===== src/rtl/ifu_prefetch.sv =====
// Instruction prefetch queue: issues sequential ROM reads and buffers {pc, inst} pairs in a
// small FIFO, presented to the fetch stage over valid/ready; a flush redirects the fetch stream.
module ifu_prefetch #(
  parameter int          DEPTH    = 4,
  parameter logic [31:0] RESET_PC = 32'h0
) (
  input  logic                     clk,
  input  logic                     rst,
  output logic [31:0]              rom_addr_o,
  output logic                     rom_en_o,
  input  logic [31:0]              rom_inst_i,
  input  logic                     flush_i,
  input  logic [31:0]              flush_addr_i,
  output logic                     out_valid_o,
  input  logic                     out_ready_i,
  output logic [31:0]              out_pc_o,
  output logic [31:0]              out_inst_o,
  output logic [$clog2(DEPTH):0]   count_o
);

  localparam int AW = $clog2(DEPTH);
  localparam int CW = AW + 1;

  logic [31:0]   fetch_pc_reg;
  logic [31:0]   req_pc_reg;
  logic          inflight_reg;
  logic [CW-1:0] count_reg;
  logic [AW-1:0] wr_ptr_reg;
  logic [AW-1:0] rd_ptr_reg;
  logic [31:0]   pc_mem   [DEPTH];
  logic [31:0]   inst_mem [DEPTH];

  logic [CW:0]   credit_used;
  logic          issue;
  logic          push;
  logic          pop;

  // Credits include the outstanding request so a returning word always has a free slot.
  assign credit_used = {1'b0, count_reg} + {{CW{1'b0}}, inflight_reg};
  assign issue       = ~rst & ~flush_i & (credit_used < (CW+1)'(DEPTH));
  assign push        = inflight_reg & ~flush_i & ~rst;
  assign pop         = out_valid_o & out_ready_i & ~flush_i & ~rst;

  assign rom_en_o    = issue;
  assign rom_addr_o  = fetch_pc_reg;
  assign count_o     = count_reg;
  assign out_valid_o = (count_reg != '0);
  assign out_pc_o    = out_valid_o ? pc_mem[rd_ptr_reg]   : 32'h0;
  assign out_inst_o  = out_valid_o ? inst_mem[rd_ptr_reg] : 32'h0;

  always_ff @(posedge clk) begin
    if (rst) begin
      fetch_pc_reg <= RESET_PC;
      req_pc_reg   <= 32'h0;
      inflight_reg <= 1'b0;
      count_reg    <= '0;
      wr_ptr_reg   <= '0;
      rd_ptr_reg   <= '0;
    end else if (flush_i) begin
      // Clearing inflight drops the return of any pre-flush request.
      fetch_pc_reg <= flush_addr_i;
      inflight_reg <= 1'b0;
      count_reg    <= '0;
      wr_ptr_reg   <= '0;
      rd_ptr_reg   <= '0;
    end else begin
      inflight_reg <= issue;
      if (issue) begin
        fetch_pc_reg <= fetch_pc_reg + 32'd4;
        req_pc_reg   <= fetch_pc_reg;
      end
      if (push) wr_ptr_reg <= wr_ptr_reg + AW'(1);
      if (pop)  rd_ptr_reg <= rd_ptr_reg + AW'(1);
      case ({push, pop})
        2'b10:   count_reg <= count_reg + CW'(1);
        2'b01:   count_reg <= count_reg - CW'(1);
        default: count_reg <= count_reg;
      endcase
    end
  end

  genvar gi;
  generate
    for (gi = 0; gi < DEPTH; gi++) begin : g_entry
      always_ff @(posedge clk) begin
        if (push && (wr_ptr_reg == AW'(gi))) begin
          pc_mem[gi]   <= req_pc_reg;
          inst_mem[gi] <= rom_inst_i;
        end
      end
    end
  endgenerate

endmodule


===== config.mk =====
export PLATFORM = sky130hd
export DESIGN_NAME = ifu_prefetch
export DESIGN_NICKNAME = d
export VERILOG_FILES = /design/src/rtl/ifu_prefetch.sv
export SDC_FILE = /design/constraint.sdc
export NUM_CORES = 1
export LEC_CHECK = 0
export CAP_MARGIN = 20
export CORE_AREA = 2 2 177 179
export CTS_BUF_LIST = sky130_fd_sc_hd__clkbuf_8
export DETAILED_ROUTE_END_ITERATION = 10
export DIE_AREA = 0 0 179 181
export GPL_TIMING_DRIVEN = 0
export PLACE_DENSITY_LB_ADDON = 0.25
export SYNTH_ARGS = -nofsm -noshare
export SYNTH_HDL_FRONTEND = slang
export SYNTH_SLANG_ARGS = --single-unit

===== constraint.sdc =====
create_clock -name clk -period 8.96 [get_ports clk]
set_clock_uncertainty 0.1 [all_clocks]
set_input_delay 1.344 -clock clk [delete_from_list [all_inputs] [get_ports clk]]
set_output_delay 1.344 -clock clk [all_outputs]
set_load 0.01 [all_outputs]

==> summary.txt, run 1 <==
Global route
  • Vias in the first global route: 8010
  • Grt ovf: 0
  • GRT Resource Usage Total: 18.3%
  • Largest net degree at the start of global routing: 54
  • Initial antenna violation count: 0
  • Global-route wire length before repair: 45200 µm

Synthesis
  • Synth Instances: 836
  • Syn_area_per_cell: 15.6 µm²
  • Cell Area, Synth: 13000 µm²
  • Post-synth top area cell: edfxtp_1
  • Yosys warns: 0
  • Sequential fraction of the synthesis area: 70.5%
  • Cell with the most instances after synthesis: edfxtp_1
  • Asr flop ratio synth: 0%
  • Mapped Nets: 911
  • EDFF count, synth: 256
  • Commonest cells post-synth: edfxtp_1 (256), nand2_1 (93), and2_1 (74), dfxtp_1 (74), mux4_2 (64)
  • Area share of the leading cell type in the synthesized netlist: 59.1%
  • Primary flip-flop cell chosen by synthesis mapping: edfxtp_1
  • Cell variety after synth: 39
  • Yosys reg bits: 330
  • Area contributors post-synth: edfxtp_1 (59%), dfxtp_1 (11%), mux4_2 (11%)

Placement
  • Detail Placement HPWL: 18800 µm
  • Port-buffer cells: 167
  • Gpl congestion: 0.879
  • DP Worst Slack: 3.57 ns

Critical path
  • CP arrival: 3.95 ns
  • Setup Crit Path Kind: primary input to output port
  • Data required, critical path: 7.52 ns
  • Worst setup EP type: output port
  • Worst setup SP type: primary input
  • CP Max Fanout: 10

Clocking
  • Total CTS buffers: 53
  • Setup Buffers After CTS: 0
  • # H-tree levels: 2
  • CTS Sinks: 330
  • Root buffer cell: clkbuf_8
  • Worst-path clk slew: 0.06 ns
  • Largest buffer count on any clock path: 3
  • CTS tree: yes
  • Worst-skew pair later-pin latency: 0.57 ns
  • Post-CTS Resized: 0
  • Post-CTS Hold Fix Bufs: 0

STA
  • Fmax: 0.185 GHz
  • Final Max Slew Viols: 0
  • Relative slew slack: 44.6%
  • RSZ-0062 raised after global routing: no
  • Final hold vios: 0
  • Final worst slack: 3.57 ns
  • Fin Setup TNS: 0 ns
  • Final clock period utilization by the worst path: 60.2%
  • Minimum clock period: 5.39 ns
  • Slew at the pin closest to its max-slew limit: 0.831 ns
  • Final setup violation count: 0

Cells and area
  • Layout cell share with drive strength beyond 1: 14.8%
  • Nets: 1137
  • Area grow syn2layout: 25.4%
  • Diodes inserted: 0
  • Top Registers: inst_mem x128, pc_mem x128

Power and ir drop
  • Power share of the combinational group: 4.4%
  • Sw Share: 21.5%
  • Max VDD drop: 0.106 mV
  • Power Density: 186 nW/µm²
  • Tot Pwr: 0.00303 W
  • Sequential power share: 55.6%
  • Pleak: 5.48 nW
  • P_sw: 0.000650 W
  • Clock network fraction of design power: 40.0%
  • Internal: 0.00238 W

Route
  • Detailed Route WL: 29300 µm
  • Via count: 7882
  • Drt drc: 0
  • Iter 0 DRT Violations: 597
  • Post-route ant nets: 0
  • Vias per inst: 5.26
  • WL/cell: 19.5 µm
  • DRT Pass-1 Iters: 5

Status
  • Status: finished clean

Worst hold path
  • Worst min-delay path category: flop to flop

Floorplanning
  • Die Width: 179 µm
  • Die ar.: 32400 µm²
  • Vert. Die Dim: 181 µm
  • Core area: 30300 µm²
  • Io pins: 169
  • Starting Density: 42.8%
  • Row count: 64

Flow run
  • Max_cap viols: 0
## critical path, stage by stage
cell             delay, ns
clkdlybuf4s50_1       0.43
or2_0                 0.22
buf_2                 0.18
or3_1                 0.41
buf_4                 0.20
clkinv_2              0.13
buf_4                 0.19
buf_2                 0.26
clkdlybuf4s50_1       0.58
## placed cells by master, fill, tap and decap left out, types with 2 or more instances in the layout
cell	n
dfxtp_1	74
ha_1	6
clkinvlp_4	2
nand4_1	12
bufinv_16	2
o21ai_0	13
clkinv_2	6
and2_1	74
buf_2	13
a31oi_1	15
a22oi_1	3
xor2_1	6
clkbuf_1	34
mux4_2	64
mux2i_1	3
clkinv_1	6
xnor2_1	5
clkdlybuf4s50_1	167
buf_16	4
and3_4	4
and3_1	4
edfxtp_1	256
nor2_1	27
or4_1	3
nor4_1	9
nand2_1	93
o211ai_1	3
o22ai_1	6
nand3_1	7
a32oi_1	4
or3_1	6
inv_1	34
buf_4	2
mux2_2	5
a21oi_1	58
nor3_1	5
clkbuf_8	58
and4_1	2
## metal layers
layer	share of wire, %	global-route usage, %	wire [µm]
met4	2.1	5.14	603
met5	0	0	0
met1	44	25.6	13000
met3	7.2	3.91	2120
met2	46	28.9	13600
## worst paths after layout
path                 start       endpoint  slack, ns  depth (start not counted)
min reg2reg  rom_addr_o[0]  req_pc_reg[0]       0.38                          2
min          rom_addr_o[0]  req_pc_reg[0]       0.38                          2
max reg2reg   inflight_reg  rom_addr_o[8]       6.39                          9
max                    rst       rom_en_o       3.57                          9
## stage by stage
stage	instance area, µm²	instances	hold slack (ns)	utilization [%]
floorplan	13000	836	0.360	-
global placement	15200	1399	0.368	50.0
detailed placement	15300	1403	0.370	50.4
CTS	16300	1499	0.377	53.7
global route	16300	1499	0.404	53.7
finish	16300	1499	0.383	53.7
## kinds of logic (layout without fill, tap and decap cells)
logic type,count (synthesis),count (layout),synth area share [%]
adder cells (fa/ha/maj),7,7,0.731
XOR/XNOR,11,11,0.741
AND/OR/NAND/NOR,249,249,9.65
flip-flops,330,330,70.5
multiplexers,72,72,11.7
buffers and inverters,62,329,2.04
AO/OA/AOI/OAI,105,105,4.57
## power by group through the flow
stage	Clock [W]	Sequential, W	Combinational [W]
global placement	0	0.00172	0.000131
floorplan	0	0.00171	0.0000502
CTS	0.00124	0.00168	0.000135
global route	0.00131	0.00169	0.000145
detailed placement	0	0.00172	0.000134
finish	0.00121	0.00168	0.000134
## cell type report
type / instances / area [µm²]
Buffer: 50 / 219
Clock buffer: 58 / 798
Clock inverter: 38 / 209
Fill cell: 2512 / 14000
Inverter: 12 / 46.3
Multi-Input combinational cell: 444 / 3590
Sequential cell: 330 / 9170
Tap cell: 396 / 495
Timing Repair Buffer: 171 / 1780
(Power assumes the default switching activity.)
==> inputs of run 2 (changes only) <==
clock period = 5.5 ns   (was 8.96 ns; I/O delays follow)
==> results of run 2 <==
The final DEF is identical to that of run 1. Status: finished clean.
Main changes from that run: setup slack after placement 3.57 ns -> 1.14 ns; setup slack after layout 3.57 ns -> 1.15 ns; register-to-register setup slack 6.39 ns -> 2.93 ns; total power 0.00303 W -> 0.00493 W; worst IR drop on VDD 0.106 mV -> 0.173 mV
==> inputs of run 3 (changes only) <==
clock period = 4.3 ns   (was 5.5 ns; I/O delays follow)
==> results of run 3 <==
The final DEF is identical to that of run 1. Status: finished clean.
Main changes from that run: setup slack after placement 3.57 ns -> 0.304 ns; setup slack after layout 3.57 ns -> 0.306 ns; hold slack 0.383 ns -> 0.346 ns; register-to-register setup slack 6.39 ns -> 1.73 ns; end point of the worst hold path req_pc_reg[0] -> rom_addr_o[11]; total power 0.00303 W -> 0.00631 W; worst IR drop on VDD 0.106 mV -> 0.221 mV
